$ cat src/rtl/index_selector_pkg.sv
// ============================================================================
// Module   : index_selector_pkg
// Purpose  : Shared switch-count and index-width constants for the switch
//            index selector and the ALU select logic that consumes it.
// Revision : 1.0 - initial release
// ============================================================================
`default_nettype none

package index_selector_pkg;

    localparam int C_SWITCH_WIDTH = 8;

    // Width of a binary index that can address any of WIDTH switches
    function automatic int index_width(input int width);
        return (width > 1) ? $clog2(width) : 1;
    endfunction

    localparam int C_INDEX_WIDTH = index_width(C_SWITCH_WIDTH);

endpackage : index_selector_pkg

`default_nettype wire

$ cat src/rtl/index_selector_priority_encoder.sv
// ============================================================================
// Module   : index_priority_encoder
// Purpose  : Combinational highest-set-bit encoder with any-set and
//            multi-set flags.
// Revision : 1.0 - initial release
// ============================================================================
`default_nettype none

module index_priority_encoder
    import index_selector_pkg::*;
#(
    parameter int WIDTH   = C_SWITCH_WIDTH,
    parameter int INDEX_W = index_width(WIDTH)
) (
    input  logic [WIDTH-1:0]   i_vec,
    output logic [INDEX_W-1:0] o_index,
    output logic               o_any,
    output logic               o_multi
);

    logic [INDEX_W-1:0] w_index;

    // Ascending scan: the last set bit seen is the highest, so it wins
    always_comb begin
        w_index = '0;
        for (int i = 0; i < WIDTH; i++) begin
            if (i_vec[i]) begin
                w_index = i[INDEX_W-1:0];
            end
        end
    end

    assign o_index = w_index;
    assign o_any   = |i_vec;
    // Clearing the lowest set bit leaves something only if two or more were set
    assign o_multi = |(i_vec & (i_vec - WIDTH'(1)));

endmodule : index_priority_encoder

`default_nettype wire

$ cat src/rtl/index_selector.sv
// ============================================================================
// Module   : index_selector
// Purpose  : Registers the binary index of the highest active slide switch,
//            plus valid / multi-hot status; index holds when no switch is on.
// Revision : 1.0 - initial release
// ============================================================================
`default_nettype none

module index_selector
    import index_selector_pkg::*;
#(
    parameter int WIDTH   = C_SWITCH_WIDTH,
    parameter int INDEX_W = index_width(WIDTH)
) (
    input  logic               Clock,
    input  logic               Reset,
    input  logic [WIDTH-1:0]   Switches,
    output logic [INDEX_W-1:0] Index,
    output logic               Valid,
    output logic               MultiHot
);

    logic [INDEX_W-1:0] w_enc_index;
    logic               w_any;
    logic               w_multi;

    logic [INDEX_W-1:0] r_index;
    logic               r_valid;
    logic               r_multi;

    index_priority_encoder #(
        .WIDTH   (WIDTH),
        .INDEX_W (INDEX_W)
    ) u_encoder (
        .i_vec   (Switches),
        .o_index (w_enc_index),
        .o_any   (w_any),
        .o_multi (w_multi)
    );

    always_ff @(posedge Clock) begin
        if (Reset) begin
            r_index <= '0;
            r_valid <= 1'b0;
            r_multi <= 1'b0;
        end else begin
            r_valid <= w_any;
            r_multi <= w_multi;
            // All switches off keeps the last selection for the ALU
            if (w_any) begin
                r_index <= w_enc_index;
            end
        end
    end

    assign Index    = r_index;
    assign Valid    = r_valid;
    assign MultiHot = r_multi;

endmodule : index_selector

`default_nettype wire

$ cat config.mk
export PLATFORM = sky130hd
export DESIGN_NAME = index_selector
export DESIGN_NICKNAME = d
export VERILOG_FILES = /design/src/rtl/index_selector_pkg.sv /design/src/rtl/index_selector_priority_encoder.sv /design/src/rtl/index_selector.sv
export SDC_FILE = /design/constraint.sdc
export NUM_CORES = 1
export LEC_CHECK = 0
export BUFFER_PORTS_ARGS = -buffer_cell sky130_fd_sc_hd__buf_2
export CAP_MARGIN = 20
export CORE_AREA = 2 2 39 41
export DETAILED_ROUTE_END_ITERATION = 7
export DIE_AREA = 0 0 41 43
export MAX_ROUTING_LAYER = met4
export SLEW_MARGIN = 20
export SYNTH_ARGS = -nofsm -noshare
export SYNTH_HDL_FRONTEND = slang
export SYNTH_HIERARCHICAL = 1
export SYNTH_SLANG_ARGS = --single-unit
export TNS_END_PERCENT = 20
$ cat constraint.sdc
create_clock -name Clock -period 1.5 [get_ports Clock]
set_input_delay 0.375 -clock Clock [delete_from_list [all_inputs] [get_ports Clock]]
set_output_delay 0.375 -clock Clock [all_outputs]
set_load 0.005 [all_outputs]
==> reports/metrics.cfg, run 1 <==
[worst_setup_path]
critPathMaxFanout=3
start_kind=input port
crit_type=in2reg
crit_required_ns=1.63
cp.arrival_ns=1.38
endpoint_kind=flop

[final_layout]
syn2layout_area_growth_pct=44.0
nets=64
drive_above_1_share=0.377
design_area_sq_um=405
diodes=0

[synth]
syn_area_per_cell_sq_um=8.28
mappedNetlistArea_sq_um=282
netlist_instances=34
yosysSeqAreaShare=0.356
synth_cell_types=17
synth.net_count=44
ys_seq_elements=5
yosys_warnings=6

[global_route]
busiest_layer=met2
grt_pass1_wl_um=993
grtUsageMet2=0.113
use_met3=0.0942
grt_max_degree=6
grt_remaining_overflow=0
antenna_found_initial=0
grt_pass1_vias=242
grtUsageMet1=0.103
grt_usage=0.0947

[power_and_ir_drop]
power.switching_w=0.0000856
vdd.ir_drop.worst_mv=0.431
seqPwrFrac=0.407
p_clk_frac=0.432
p_leak_nw=0.194
comb_power_share=0.161
internal-power_w=0.000271
swShare=0.240
power_density_nw_per_um2=880

[floorplanning]
fp.dieH_um=43
die_area_sq_um=1760
core_area_sq_um=1380
rows=14
die_x_um=41
initial_core_util=0.203
ioPinCount=15

[clock_tree]
cts-root-buf=clkbuf_4
cts_setup_buffers=0
cts_resized=0
tritoncts=done
clock_latency_ns=0.24
clk_path_buf_depth=2
cts_buffers=3
path_clk_slew_ns=0.04
holdBufCountCts=0
cts_max_level=1
cts_sinks=5

[detailed_routing]
wirelength_um=594
postRouteAntennaNets=0
drc=0
first_pass_iters=2
drtIter0Drc=4
dr_total_vias=292
wl_per_cell_um=8.61
vias_per_cell=4.23

[sta]
skew_ns=0
rsz0062_at_grt=false
timing.slew.headroom=0.784
fin_crit_ns=1.25
timing_max_transition_violations_final=0
final.setup.tns_ns=0
max_freq_mhz=801
final.period_utilization=0.832
finalSetupViolations=0
hold_viol=0
tightest_slew_ns=0.321

[placement]
portBuffers=14
place_congestion=0.701
placed_cell_area_sq_um=379
dp_hpwl_um=487

[worst_hold_path]
hold_class=in2reg

[outcome]
status=complete, no violations

[flow_run]
cap_violations=0

-- worst max-delay path, cell delays in order --
cell	delay, ns
buf_2	0.12
nor4_2	0.36
nand2b_1	0.13
a211oi_2	0.16
o32ai_1	0.11
nor2b_1	0.13
-- per-stage QoR --
stage          worst slack, ns  utilization  total power (W)  hold slack [ns]  cells
2_1_floorplan            0.223            -         0.000170            0.447     34
3_3_place_gp            0.0418        0.274         0.000205            0.486     65
3_5_place_dp           0.00435        0.274         0.000206            0.488     65
4_1_cts                  0.264        0.293         0.000366            0.344     69
5_1_grt                  0.163        0.293         0.000387            0.354     69
6_report                 0.251        0.293         0.000357            0.356     69
-- worst paths after layout --
check / slack [ns] / from / cells after the start / endpoint
min: 0.36 / Reset / 2 / MultiHot
min reg2reg: 0.49 / Index[0] / 2 / Index[0]
max: 0.25 / Switches[1] / 6 / MultiHot
max reg2reg: 0.92 / Index[1] / 2 / Index[1]
-- logic make-up (layout without fill, tap and decap cells) --
group / after synthesis / in the layout / share of synthesized area
adders and majority gates: 1 / 1 / 0.0356
DFF: 5 / 5 / 0.356
AOI/OAI and AO/OA: 5 / 5 / 0.138
and+or+nand+nor: 19 / 19 / 0.351
muxes: 3 / 3 / 0.107
buffers and inverters: 1 / 20 / 0.0133
-- cell usage after synthesis --
| master | count | area, sq um |
|---|---|---|
| dfxtp_1 | 5 | 100 |
| nor4_2 | 1 | 12.5 |
| nor3_1 | 2 | 10.0 |
| nand2b_1 | 2 | 12.5 |
| nor2b_1 | 3 | 18.8 |
| nor4_1 | 1 | 6.26 |
| o32ai_1 | 1 | 8.76 |
| o21ai_0 | 1 | 5.00 |
| nor2_1 | 7 | 26.3 |
| nand3_1 | 1 | 5.00 |
| maj3_1 | 1 | 10.0 |
| nand2_1 | 2 | 7.51 |
| a21oi_1 | 1 | 5.00 |
| mux2i_1 | 3 | 30.0 |
| inv_1 | 1 | 3.75 |
| o21bai_1 | 1 | 7.51 |
| a211oi_2 | 1 | 12.5 |
-- layout make-up --
type	count	area, sq um
clock buffers	4	26.3
fillers	153	978
inverters	1	3.75
multi-input cells	28	178
flip-flops and latches	5	100
well taps	16	20.0
repair buffers	15	77.6
-- cell usage in the layout, fill, tap and decap left out, drive strengths merged --
| cell type | n |
|---|---|
| a211oi | 1 |
| a21oi | 1 |
| buf | 15 |
| clkbuf | 4 |
| dfxtp | 5 |
| inv | 1 |
| maj3 | 1 |
| mux2i | 3 |
| nand2 | 2 |
| nand2b | 2 |
| nand3 | 1 |
| nor2 | 7 |
| nor2b | 3 |
| nor3 | 2 |
| nor4 | 2 |
| o21ai | 1 |
| o21bai | 1 |
| o32ai | 1 |
-- power groups by stage --
stage	Sequential, W	Combinational [W]	Clock [W]
4_1_cts	0.000145	0.0000582	0.000163
2_1_floorplan	0.000149	0.0000214	0
3_5_place_dp	0.000148	0.0000580	0
3_3_place_gp	0.000148	0.0000576	0
6_report	0.000145	0.0000575	0.000154
5_1_grt	0.000146	0.0000662	0.000175
-- routing by layer --
metal / vias up / routed length (um)
met5: - / 0
li1: 160 / -
met4: 0 / 0
met3: 0 / 60
met2: 11 / 268
met1: 121 / 264
-- state kept, by name (all words and copies together) (netlist names) --
name      count
Index         3
MultiHot      1
Valid         1
Power figures use the tool's default switching activity.
==> run 2: changes to the inputs <==
--- a/config.mk
+++ b/config.mk
@@ -5,6 +5,7 @@
 export SDC_FILE = /design/constraint.sdc
 export NUM_CORES = 1
 export LEC_CHECK = 0
+export ABC_AREA = 1
 export BUFFER_PORTS_ARGS = -buffer_cell sky130_fd_sc_hd__buf_2
 export CAP_MARGIN = 20
 export CORE_AREA = 2 2 39 41
==> constraint.sdc (replaced) <==
create_clock -name Clock -period 1.3 [get_ports Clock]
set_input_delay 0.325 -clock Clock [delete_from_list [all_inputs] [get_ports Clock]]
set_output_delay 0.325 -clock Clock [all_outputs]
set_load 0.005 [all_outputs]
==> run 2 against run 1 <==
Against the previous run: final area is 12% higher; sequential cell count stayed put; sequential power is 15% higher; clock-buffer cell count stayed put; clock power is 14% higher; register-to-register slack worse by 0.18 ns; via count is 27% higher; critical path type unchanged; critical endpoint is now Index[2].
==> reports/metrics.cfg, run 2 <==
[global_route]
grt_pass1_vias=312  ; +29%
grt_max_degree=8  ; +2
grt_pass1_wl_um=1050  ; +5.5%
grt_usage=0.0891  ; -0.00551
antenna_found_initial=0  ; unchanged
grt_remaining_overflow=0  ; unchanged

[synth]
synth-xor-area-share=0  ; unchanged
synth.most_common_cell=nand2_1
synth_top_area_frac=0.303  ; -0.0525
ys_seq_elements=5  ; unchanged
synth_cell_types=8  ; -9
ys.flop_type=dfxtp_1
synth_commonest_cells=nand2_1 (24), inv_1 (14), nor2_1 (10)
syn_area_per_cell_sq_um=5.33  ; -36%
muxShareOfSynthArea=0  ; -0.107
synth_area_leaders=dfxtp_1 (30%), nand2_1 (27%), inv_1 (16%)
synth.net_count=72  ; +64%
synth_compound_gate_area_share=0.0152  ; -0.123
netlist_instances=62  ; +82%
post-synth-top-area-cell=dfxtp_1
mappedNetlistArea_sq_um=330  ; +17%
synth_edf_count=0  ; unchanged
yosys_warnings=6  ; unchanged
async_reset_ff_frac=0  ; unchanged
synth_fa_ha_area_frac=0  ; -0.0356
yosysSeqAreaShare=0.303  ; -0.0525
yosys.area_share.simple=0.500  ; +0.149
synth_top_family_by_area=simple AND/OR/NAND/NOR gates

[clock_tree]
path_clk_slew_ns=0.04  ; about the same
cts-root-buf=clkbuf_4
cts_buffers=3  ; unchanged
tritoncts=done
cts_sinks=5  ; unchanged
cts_setup_buffers=0  ; unchanged
holdBufCountCts=0  ; unchanged
clock_latency_ns=0.24  ; about the same
clk_path_buf_depth=2  ; unchanged
cts_resized=0  ; unchanged
cts_max_level=1  ; unchanged

[worst_setup_path]
endpoint_kind=flop
crit_path_end=Index[2]
reg2reg_depth=2  ; unchanged
critPathMaxFanout=7  ; +4
path_buf_inv=1  ; unchanged
worstSetupStartpoint=Switches[2]
start_kind=input port
worst-path-stages=5  ; -1
cp_cell_sequence=buf_2 > nor2_2 > nand4_1 > nor2_1 > nor2_1
r2r_start=Index[0]
r2r_end=Index[0]
slowest_stage=nand4_1
crit_required_ns=1.43  ; -0.20 ns
max_stage_delay_ns=0.28  ; -0.08 ns
crit_family=simple AND/OR/NAND/NOR gates
crit_type=in2reg
cp.arrival_ns=1.14  ; -0.24 ns
cp_common_cell=nor2_1
reg2reg_slack_ns=0.74  ; -0.18 ns

[placement]
portBuffers=14  ; unchanged
pre_cts_ws_ns=0.0152  ; +0.0108 ns
place_congestion=0.735  ; +4.8%
dp_hpwl_um=514  ; +5.5%
placed_cell_area_sq_um=428  ; +13%

[final_layout]
syn2layout_area_growth_pct=37.5
final_common_cell=nand2_1
n_fill_cell=164  ; +7.2%
nets=92  ; +44%
design_area_sq_um=454  ; +12%
final_cell_mix=nand2_1 (24), inv_1 (14), buf_2 (14), nor2_1 (10), dfxtp_1 (5)
diodes=0  ; unchanged
drive_above_1_share=0.296  ; -0.0811
largest_register_ffs=3  ; unchanged

[floorplanning]
die_area_sq_um=1760  ; unchanged
ioPinCount=15  ; unchanged
core_area_sq_um=1380  ; unchanged
fp.dieH_um=43  ; unchanged
die_x_um=41  ; unchanged
initial_core_util=0.239  ; +0.0353
rows=14  ; unchanged

[sta]
timing.slew.headroom=0.819  ; +0.0344
fin_crit_ns=1.01
max_freq_mhz=990
fin_ws_ns=0.290  ; +0.0381 ns
final.setup.tns_ns=0  ; unchanged
rsz0062_at_grt=false
hold_viol=0  ; unchanged
final.period_utilization=0.777
skew_ns=0  ; unchanged
tightest_slew_ns=0.271  ; -0.0497 ns
timing_max_transition_violations_final=0  ; unchanged
finalSetupViolations=0  ; unchanged

[worst_hold_path]
hold_class=in2reg

[detailed_routing]
vias_per_cell=3.82  ; -9.6%
drtIter0Drc=0  ; -4
dr_total_vias=371  ; +27%
postRouteAntennaNets=0  ; unchanged
wirelength_um=610  ; +2.7%
drc=0  ; unchanged
first_pass_iters=1  ; -1
wl_per_cell_um=6.29  ; -27%

[power_and_ir_drop]
vdd.ir_drop.worst_mv=0.205  ; -52%
p_leak_nw=0.309  ; +59%
power_density_nw_per_um2=929  ; +5.5%

[outcome]
status=complete, no violations

[flow_run]
cap_violations=0  ; unchanged

-- run 2: changes by cell type after synthesis, sizes merged, moves of 3 or more --
| cell | before | now |
|---|---|---|
| inv | 1 | 16 |
| mux2i | 3 | 0 |
| nand2 | 2 | 24 |
| nor2 | 7 | 14 |
| nor2b | 3 | 0 |
-- run 2: power breakdown --
part / internal (W) / leakage [nW] / switching (W)
clock network: 0.000116 / 0.0150 / 0.0000597
registers: 0.000164 / 0.0421 / 0.00000328
logic: 0.0000358 / 0.252 / 0.0000433
total: 0.000316 / 0.309 / 0.000106
-- run 2: routing by layer --
layer,GRT usage,vias up,routed length (um),part of all wire
met3,0.0157,0,50,0.082
met4,0.0800,0,0,0
met1,0.105,145,288,0.47
met5,-,-,0,0
li1,-,212,-,-
met2,0.122,14,270,0.44
-- run 2: kinds of logic after synthesis --
| kind of cell | Yosys count |
|---|---|
| and+or+nand+nor | 40 |
| DFF | 5 |
| buffers and inverters | 16 |
| AOI/OAI and AO/OA | 1 |
-- run 2: per-stage QoR --
stage                     cells   util  hold slack (ns)  total power (W)
final                        97  0.328            0.270         0.000422
after global routing         97  0.328            0.269         0.000460
after CTS                    97  0.328            0.265         0.000432
after detailed placement     93  0.309            0.462         0.000250
after global placement       93  0.309            0.456         0.000250
after floorplan              62      -            0.396         0.000213
-- run 2: final cells by class --
type	count	area (sq um)	share of cell area
tap	16	20.0	0.0441
sequential	5	100	0.220
clock buffer	4	26.3	0.0579
multi-input combinational	41	170	0.375
inverter	16	60.1	0.132
timing repair buffer	15	77.6	0.171
-- run 2: how the worst min path moves through the flow --
stage	slack (ns)	cells after the start	start	end
floorplan	0.40	1	Reset	MultiHot
global placement	0.46	2	Index[2]	Index[2]
detailed placement	0.46	2	Index[1]	Index[1]
CTS	0.27	2	Reset	MultiHot
global route	0.27	2	Reset	MultiHot
finish	0.27	2	Reset	MultiHot
==> run 3: changes to the inputs <==
--- a/config.mk
+++ b/config.mk
@@ -5,7 +5,7 @@
 export SDC_FILE = /design/constraint.sdc
 export NUM_CORES = 1
 export LEC_CHECK = 0
-export ABC_AREA = 1
+export ABC_AREA = 0
 export BUFFER_PORTS_ARGS = -buffer_cell sky130_fd_sc_hd__buf_2
 export CAP_MARGIN = 20
 export CORE_AREA = 2 2 39 41
==> constraint.sdc (replaced) <==
create_clock -name Clock -period 0.8 [get_ports Clock]
set_input_delay 0.2 -clock Clock [delete_from_list [all_inputs] [get_ports Clock]]
set_output_delay 0.2 -clock Clock [all_outputs]
set_load 0.005 [all_outputs]
==> run 3 against run 2 <==
Against the previous run: the run now ends with setup timing left; die area unchanged; worst setup slack got worse by 0.54 ns; critical path depth increased by 1; sequential share of layout area decreased by 1.4 points; clock power increased by 62%; utilization increased by 3.6 points; via count decreased by 13%; routed wire length increased by 9.3%; sequential power increased by 64%; critical path type unchanged; largest power group unchanged; highest routed layer unchanged.
==> reports/metrics.cfg, run 3 (synthesis gave the netlist of run 1 again) <==
[worst_setup_path]
crit_required_ns=0.93  ; -0.50 ns
max_stage_delay_ns=0.32  ; +0.04 ns
start_kind=input port
crit_type=in2reg
reg2reg_depth=2  ; unchanged
r2r_start=Index[1]
path_buf_inv=1  ; unchanged
crit_family=simple AND/OR/NAND/NOR gates
endpoint_kind=flop
reg2reg_slack_ns=0.21  ; -0.53 ns
cp.arrival_ns=1.18  ; +0.04 ns
critPathMaxFanout=3  ; -4
slowest_stage=nor4_4
cp_cell_sequence=buf_8 > nor4_4 > nand2b_1 > nor3_2 > o32ai_1 > nor2b_1
r2r_end=Index[1]

[detailed_routing]
first_pass_iters=4  ; +3
drtIter0Drc=1  ; +1
dr_total_vias=322  ; -13%
wl_per_cell_um=8.78  ; +40%
drc=0  ; unchanged
wirelength_um=667  ; +9.3%
vias_per_cell=4.24  ; +11%
postRouteAntennaNets=0  ; unchanged

[floorplanning]
fp.dieH_um=43  ; unchanged
ioPinCount=15  ; unchanged
die_area_sq_um=1760  ; unchanged
core_area_sq_um=1380  ; unchanged
rows=14  ; unchanged
die_x_um=41  ; unchanged
initial_core_util=0.203  ; -0.0353

[sta]
holdWs_ns=0.175  ; -0.0950 ns
tightest_slew_ns=0.265  ; -0.00659 ns
fin_crit_ns=1.05
final.period_utilization=1.31
fin_ws_ns=-0.247  ; -0.537 ns
finalSetupViolations=10  ; +10
rsz0062_at_grt=true
max_freq_mhz=955
timing.slew.headroom=0.822  ; +0.00361
skew_ns=0  ; unchanged
hold_viol=0  ; unchanged
timing_max_transition_violations_final=0  ; unchanged

[final_layout]
design_area_sq_um=504  ; +11%
largest_register_ffs=3  ; unchanged
syn2layout_area_growth_pct=79.1
final_common_cell=buf_2
diodes=0  ; unchanged
final_cell_mix=buf_2 (12), buf_4 (8), nor2_1 (7)
drive_above_1_share=0.533  ; +0.237
nets=71  ; -23%
finish.utilization=0.364  ; +0.0362

[flow_run]
cap_violations=0  ; unchanged

[placement]
portBuffers=14  ; unchanged
dp_hpwl_um=503  ; -2.1%
placed_cell_area_sq_um=425  ; -0.58%
place_congestion=0.737  ; +0.37%
pre_cts_ws_ns=-0.479  ; -0.495 ns

[outcome]
status=finished with violations
violations=setup timing

[power_and_ir_drop]
p_leak_nw=0.237  ; -23%
comb_power_share=0.213  ; +0.025
p_clk_frac=0.400  ; -0.016
seqPwrFrac=0.387  ; -0.010
power.switching_w=0.000168  ; +58%
power_density_nw_per_um2=1400  ; +51%
swShare=0.237  ; -0.0145
vdd.ir_drop.worst_mv=1.03  ; +400%
internal-power_w=0.000540  ; +71%

[global_route]
antenna_found_initial=0  ; unchanged
grt_max_degree=6  ; -2
grt_remaining_overflow=0  ; unchanged
grtUsageMet1=0.116  ; +0.0114
grt_pass1_wl_um=1170  ; +12%
busiest_layer=met2
grtUsageMet2=0.144  ; +0.0219
use_met3=0.0995  ; +0.0838
grt_usage=0.104  ; +0.0149
grt_pass1_vias=297  ; -4.8%

[clock_tree]
clk_path_buf_depth=2  ; unchanged
tritoncts=done
cts_sinks=5  ; unchanged
path_clk_slew_ns=0.04  ; about the same
cts-root-buf=clkbuf_4
clock_latency_ns=0.24  ; about the same
cts_buffers=3  ; unchanged
cts_max_level=1  ; unchanged

[worst_hold_path]
hold_end=Index[1]
hold_class=in2reg
min_path_cells=2  ; unchanged
min_from=Reset

run 3: changes by cell type in the layout (fill, tap and decap cells not counted), moves of 2 or more:
cell,delta
buf_4,+7
dfxtp_2,+3
inv_1,-13
inv_2,-2
buf_2,-2
nand4_1,-2
nor2b_1,+3
mux2i_1,+3
nor2_1,-3
dfxtp_1,-3
nand2b_1,+2
nor2_2,-4
nand2_1,-22
run 3: worst register-to-register path, cell delays in order (launching register included):
cell	delay, ns
dfxtp_2	0.31
mux2i_1	0.11
nor2_1	0.06
run 3: power by group through the flow:
stage          Clock [W]  Sequential [W]  Combinational, W
4_1_cts         0.000299        0.000274          0.000152
5_1_grt         0.000337        0.000275          0.000168
2_1_floorplan          0        0.000279         0.0000415
3_3_place_gp           0        0.000277          0.000131
3_5_place_dp           0        0.000277          0.000132
6_report        0.000283        0.000274          0.000151
run 3: final cells by class:
| cell class | instances | area (sq um) |
|---|---|---|
| Sequential cell | 5 | 104 |
| Multi-Input combinational cell | 28 | 204 |
| Clock buffer | 4 | 26.3 |
| Timing Repair Buffer | 22 | 146 |
| Tap cell | 16 | 20.0 |
| Inverter | 1 | 3.75 |
| Fill cell | 156 | 880 |
run 3: per-stage QoR:
step | TNS, ns | power (W) | cells
floorplan | -1.07 | 0.000321 | 34
global placement | -2.10 | 0.000408 | 70
detailed placement | -2.17 | 0.000409 | 70
CTS | -1.05 | 0.000725 | 76
global route | -1.50 | 0.000781 | 76
finish | -1.12 | 0.000708 | 76
run 3: per-layer routing:
| metal | share of wire | up-vias |
|---|---|---|
| li1 | - | 175 |
| met1 | 0.44 | 135 |
| met2 | 0.46 | 12 |
| met3 | 0.097 | 0 |
| met4 | 0 | 0 |
| met5 | 0 | - |
run 3: how the worst max path moves through the flow:
stage	to	startpoint	slack, ns	depth (start not counted)
after floorplan	MultiHot	Switches[0]	-0.25	5
after global placement	MultiHot	Switches[0]	-0.46	6
after detailed placement	MultiHot	Switches[0]	-0.48	6
after CTS	MultiHot	Switches[1]	-0.21	6
after global routing	MultiHot	Switches[1]	-0.28	6
final	MultiHot	Switches[1]	-0.25	6
run 3: what timing repair did:
action                     CTS  global route
gates resized for setup     11             0
pin swaps                    4             1
hold buffers                 0             0
setup buffers                2             0
setup endpoints to repair   10            10
